[src/rtl/regfile_mp.sv]
// regfile_mp: 2-write / 2-read register file with a per-register load
// scoreboard and a sequential clear engine.
//   clk, rst            clock, asynchronous active-high reset
//   we0/wa0/wd0         write port 0
//   we1/wa1/wd1         write port 1 (wins over port 0 on address collision)
//   ra0/rd0/rd0_busy    read port 0: data and pending bit
//   ra1/rd1/rd1_busy    read port 1: data and pending bit
//   bset/bset_a         mark a register pending (load issued)
//   clr_req/clr_busy    start / status of the register-by-register clear
//   v0                  stored value of register 2, never bypassed
module regfile_mp #(
  parameter int unsigned DATA_W = 32,
  parameter int unsigned ADDR_W = 5,
  parameter int unsigned BYPASS = 1
) (
  input  logic              clk,
  input  logic              rst,
  input  logic              we0,
  input  logic [ADDR_W-1:0] wa0,
  input  logic [DATA_W-1:0] wd0,
  input  logic              we1,
  input  logic [ADDR_W-1:0] wa1,
  input  logic [DATA_W-1:0] wd1,
  input  logic [ADDR_W-1:0] ra0,
  input  logic [ADDR_W-1:0] ra1,
  output logic [DATA_W-1:0] rd0,
  output logic [DATA_W-1:0] rd1,
  output logic              rd0_busy,
  output logic              rd1_busy,
  input  logic              bset,
  input  logic [ADDR_W-1:0] bset_a,
  input  logic              clr_req,
  output logic              clr_busy,
  output logic [DATA_W-1:0] v0
);

  localparam int unsigned NREG = 2 ** ADDR_W;
  localparam logic [ADDR_W-1:0] LAST = ADDR_W'(NREG - 1);

  typedef enum logic {IDLE, CLEAR} state_t;

  state_t            state, state_nx;
  logic [ADDR_W-1:0] idx;
  logic [DATA_W-1:0] regs [NREG];
  logic [NREG-1:0]   pending;

  logic byp;
  logic wr0_ok, wr1_ok, bset_ok;
  logic hit0_r0, hit1_r0, hit0_r1, hit1_r1;

  assign wr0_ok  = we0 && (wa0 != '0);
  assign wr1_ok  = we1 && (wa1 != '0);
  assign bset_ok = bset && (bset_a != '0);

  always_ff @(posedge clk or posedge rst) begin
    if (rst) state <= IDLE;
    else     state <= state_nx;
  end

  always_comb begin
    state_nx = state;
    case (state)
      IDLE:    if (clr_req) state_nx = CLEAR;
      CLEAR:   if (idx == LAST) state_nx = IDLE;
      default: state_nx = IDLE;
    endcase
  end

  assign clr_busy = (state == CLEAR);

  // Port 1 is applied after port 0 so it wins a same-address collision;
  // bset is applied last so a new load outranks the write's clear.
  always_ff @(posedge clk or posedge rst) begin
    if (rst) begin
      for (int unsigned i = 0; i < NREG; i++) regs[i] <= '0;
      pending <= '0;
      idx     <= '0;
    end else if (state == CLEAR) begin
      regs[idx]    <= '0;
      pending[idx] <= 1'b0;
      idx          <= idx + 1'b1;
    end else begin
      if (wr0_ok) begin
        regs[wa0]    <= wd0;
        pending[wa0] <= 1'b0;
      end
      if (wr1_ok) begin
        regs[wa1]    <= wd1;
        pending[wa1] <= 1'b0;
      end
      if (bset_ok) pending[bset_a] <= 1'b1;
      if (clr_req) idx <= ADDR_W'(1);
    end
  end

  // Forwarding only while idle and out of reset; the clear engine and reset
  // must expose stored contents only.
  assign byp = (BYPASS != 0) && (state == IDLE) && !rst;

  assign hit0_r0 = byp && wr0_ok && (wa0 == ra0);
  assign hit1_r0 = byp && wr1_ok && (wa1 == ra0);
  assign hit0_r1 = byp && wr0_ok && (wa0 == ra1);
  assign hit1_r1 = byp && wr1_ok && (wa1 == ra1);

  always_comb begin
    rd0      = regs[ra0];
    rd0_busy = pending[ra0];
    if (ra0 == '0) begin
      rd0      = '0;
      rd0_busy = 1'b0;
    end else begin
      if (hit1_r0)      rd0 = wd1;
      else if (hit0_r0) rd0 = wd0;
      if ((hit0_r0 || hit1_r0) && !(bset_ok && bset_a == ra0)) rd0_busy = 1'b0;
    end
  end

  always_comb begin
    rd1      = regs[ra1];
    rd1_busy = pending[ra1];
    if (ra1 == '0) begin
      rd1      = '0;
      rd1_busy = 1'b0;
    end else begin
      if (hit1_r1)      rd1 = wd1;
      else if (hit0_r1) rd1 = wd0;
      if ((hit0_r1 || hit1_r1) && !(bset_ok && bset_a == ra1)) rd1_busy = 1'b0;
    end
  end

  assign v0 = regs[2];

endmodule

[config.mk]
export PLATFORM = sky130hd
export DESIGN_NAME = regfile_mp
export DESIGN_NICKNAME = d
export VERILOG_FILES = /design/src/rtl/regfile_mp.sv
export SDC_FILE = /design/constraint.sdc
export NUM_CORES = 2
export LEC_CHECK = 0
export BUFFER_PORTS_ARGS = -buffer_cell sky130_fd_sc_hd__buf_2
export CAP_MARGIN = 25
export CORE_UTILIZATION = 45
export CTS_CLUSTER_SIZE = 14
export DETAILED_ROUTE_END_ITERATION = 8
export PLACE_DENSITY_LB_ADDON = 0.05
export SETUP_SLACK_MARGIN = 0.15
export SLEW_MARGIN = 15
export SYNTH_ARGS = -nofsm -noshare
export SYNTH_HDL_FRONTEND = slang
export SYNTH_SLANG_ARGS = --single-unit
[constraint.sdc]
create_clock -name clk -period 55.3 [get_ports clk]
set_input_delay 5.53 -clock clk [delete_from_list [all_inputs] [get_ports clk]]
set_output_delay 5.53 -clock clk [all_outputs]
set_load 0.005 [all_outputs]
==> results.sh <==
export IMPL_port_buffers=193
export IMPL_ys_warn_count=0
export IMPL_cts_resized=0
export IMPL_peakVddDrop_v=0.0000306
export IMPL_period_needed_ns=17.06
export IMPL_nets=7839
export IMPL_routabilityCongestion=0.986
export IMPL_crit_type="primary input to output port"
export IMPL_clk_path_buf_depth=3
export IMPL_dr_pass1_iters=9
export IMPL_slowest_delay_ns=1.01
export IMPL_drive_gt1_frac=0.192
export IMPL_finalHoldViolations=0
export IMPL_cts_hold_buf=0
export IMPL_clk_pin_slew_ns=0.05
export IMPL_grt_pass1_vias=70000
export IMPL_netlist_area_mm2=0.0786
export IMPL_seq_area_mm2=0.0266
export IMPL_syn_nets=8331
export IMPL_cpLargestDelayFamily="buffers and inverters"
export IMPL_end_kind="output port"
export IMPL_drv_slew=0
export IMPL_nFillCells=15900
export IMPL_post_route_util=0.494
export IMPL_synth_top_family_by_area="multiplexers"
export IMPL_worst_pin_slew_ns=1.31
export IMPL_viasPerCell=7.45
export IMPL_core_mm2=0.174
export IMPL_area_growth_pct=9.04
export IMPL_fin_crit_sh=0.309
export IMPL_die_y_um=420
export IMPL_clock_latency_ns=0.81
export IMPL_slew_headroom=0.123
export IMPL_synth_async_reset_ratio=1.00
export IMPL_vias=76000
export IMPL_worstPathCellList="buf_8 -> buf_4 -> buf_4 -> buf_4 -> buf_4 -> mux4_2 -> nor2b_1 -> a211o_1 -> a2111oi_1 -> buf_4 -> nor4_1 -> buf_2"
export IMPL_synthAdderAreaFrac=0.000796
export IMPL_drt_antenna_violating_nets=0
export IMPL_p_total_mw=3.80
export IMPL_synthMuxAreaShare=0.265
export IMPL_htree_levels=4
export IMPL_row_count=153
export IMPL_stdcell_count=10200
export IMPL_path_common_cell="buf_4"
export IMPL_max_freq_mhz=58.6
export IMPL_synth_edff_count=0
export IMPL_cts_buffers=138
export IMPL_cts_root_buffer="clkbuf_16"
export IMPL_skew_ns=0.0198
export IMPL_grt_pass1_wl_um=569000
export IMPL_track_usage=0.456
export IMPL_ys_seq_area_frac=0.338
export IMPL_drt_total_wl_um=408000
export IMPL_yosys_area_share_simple=0.0962
export IMPL_rsz0062_at_grt="false"
export IMPL_ys_types=63
export IMPL_drv_cap=0
export IMPL_grt_max_degree=162
export IMPL_tns_ns=0
export IMPL_dp_hpwl_um=234000
export IMPL_worstPathRequired_ns=49.77
export IMPL_final_common_cell="dfrtp_1"
export IMPL_setup_viol=0
export IMPL_multiInputGateArea_mm2=0.0482
export IMPL_arrival_ns=11.53
export IMPL_worst_path_buf_inv=7
export IMPL_grt_overflow=0
export IMPL_crit_fanout=54
export IMPL_netlist_instances=8231
export IMPL_final_cell_mix="dfrtp_1 (1060), nor2_1 (969), mux2i_1 (892), a21oi_1 (876), a22o_1 (849)"
export IMPL_start_kind="primary input"
export IMPL_die_width_um=420
export IMPL_dp_cells=9914
export IMPL_die_area_mm2=0.176
export IMPL_holdCritPathClass="flip-flop to flip-flop"
export IMPL_antenna_found_initial=54
export IMPL_drt_wirelength_per_cell_um=40.0
export IMPL_cts_tree="yes"
export IMPL_ios=194
export IMPL_syn_area_per_cell_um2=9.55
export IMPL_ys_ff_latch=1061
export IMPL_remaining_drc_errors=0
export IMPL_power_density_cell_area_mw_per_mm2=44.3
export IMPL_start_util=0.453
export IMPL_drt_iter0_markers=12300
export IMPL_synth_compound_area_frac=0.235
export IMPL_synthXorXnorAreaFrac=0.00334
export IMPL_status="completed"
export IMPL_p_leak_nw=38.5
export IMPL_clock_sinks=1061
export IMPL_cp_slowest_cell="a2111oi_1"
export IMPL_synth_main_ff_cell="dfrtp_1"
export IMPL_cts_setup_buffers=0
[layer usage]
layer | track usage | wire, µm | up-vias
li1 | - | - | 30200
met1 | 0.583 | 151000 | 38100
met2 | 0.638 | 170000 | 6081
met3 | 0.151 | 52300 | 1542
met4 | 0.335 | 34700 | 34
met5 | 0.00695 | 270 | -
[power by group]
group          total, mW  internal, mW  switching (mW)
Sequential          1.32          1.03           0.294
Clock              0.936         0.546           0.390
Combinational       1.54         0.668           0.870
Total               3.80          2.24            1.55
[through the flow]
step           instance area (µm²)  hold slack [ns]  worst slack, ns
5_1_grt                      85600            0.518            38.28
2_1_floorplan                78600            0.467            19.90
6_report                     85700            0.509            38.24
3_5_place_dp                 80900            0.492            38.32
3_3_place_gp                 80800            0.483            38.26
4_1_cts                      85400            0.504            38.31
[final timing paths]
path | slack, ns | startpoint | endpoint | cells past startpoint
worst max register to register | 50.63 | clr_busy | regs[121] | 6
worst max-delay path | 38.24 | ra0[2] | rd0[24] | 12
worst min-delay path | 0.51 | regs[994] | regs[994] | 1
min in group asynchronous | 4.97 | rst | regs[181] | 2
worst min register to register | 0.51 | regs[994] | regs[994] | 1
max in group asynchronous | 47.11 | rst | regs[260] | 5
[final cells by class]
cell class              count  share of cell area
multi-input cells        6025               0.563
flip-flops and latches   1061               0.310
clock buffers             213              0.0489
repair buffers            476              0.0380
well taps                2325              0.0339
clock inverters            29             0.00355
inverters                  37             0.00180
diodes                     34            0.000993
[cells in the mapped netlist, drive strengths merged, types with 11 or more instances]
| cell type | count | area [µm²] |
|---|---|---|
| nand3b | 11 | 82.6 |
| buf | 313 | 1660 |
| o22ai | 238 | 1490 |
| nand2b | 14 | 87.6 |
| a32o | 78 | 781 |
| mux4 | 393 | 8850 |
| nor3b | 11 | 92.6 |
| o31ai | 68 | 510 |
| mux2 | 274 | 3090 |
| nand2 | 348 | 1310 |
| o41ai | 27 | 236 |
| a21oi | 887 | 4450 |
| a211o | 62 | 543 |
| a22o | 849 | 7440 |
| a31oi | 62 | 388 |
| nor4 | 85 | 553 |
| inv | 34 | 128 |
| dfrtp | 1061 | 26600 |
| clkbuf | 795 | 3000 |
| o311ai | 17 | 149 |
| xor2 | 25 | 219 |
| nor2b | 72 | 450 |
| nor3 | 44 | 225 |
| and2 | 38 | 238 |
| a2111oi | 70 | 658 |
| nand3 | 103 | 515 |
| nor2 | 985 | 3700 |
| o21ai | 247 | 1240 |
| a32oi | 18 | 158 |
| mux2i | 892 | 8930 |
| o221ai | 15 | 131 |
[worst reg2reg max path, stage by stage (launching register included)]
cell and delay (ns):
dfrtp_4 0.60, buf_4 0.31, inv_8 0.54, buf_4 0.93, buf_4 0.90, buf_4 1.03, a32o_1 0.31
[cells by family after synthesis]
family | count (synthesis)
simple gates | 1752
flops | 1061
xor+xnor | 30
buf+inv | 1145
fa+ha+maj | 5
mux | 1559
compound gates | 2679
[sequential cells by signal, indices dropped and copies added (netlist names)]
name	cells
clr_busy	1
pending	31
regs	992
idx	5
v0	32
Note: power is estimated with default switching activity, not from simulation.
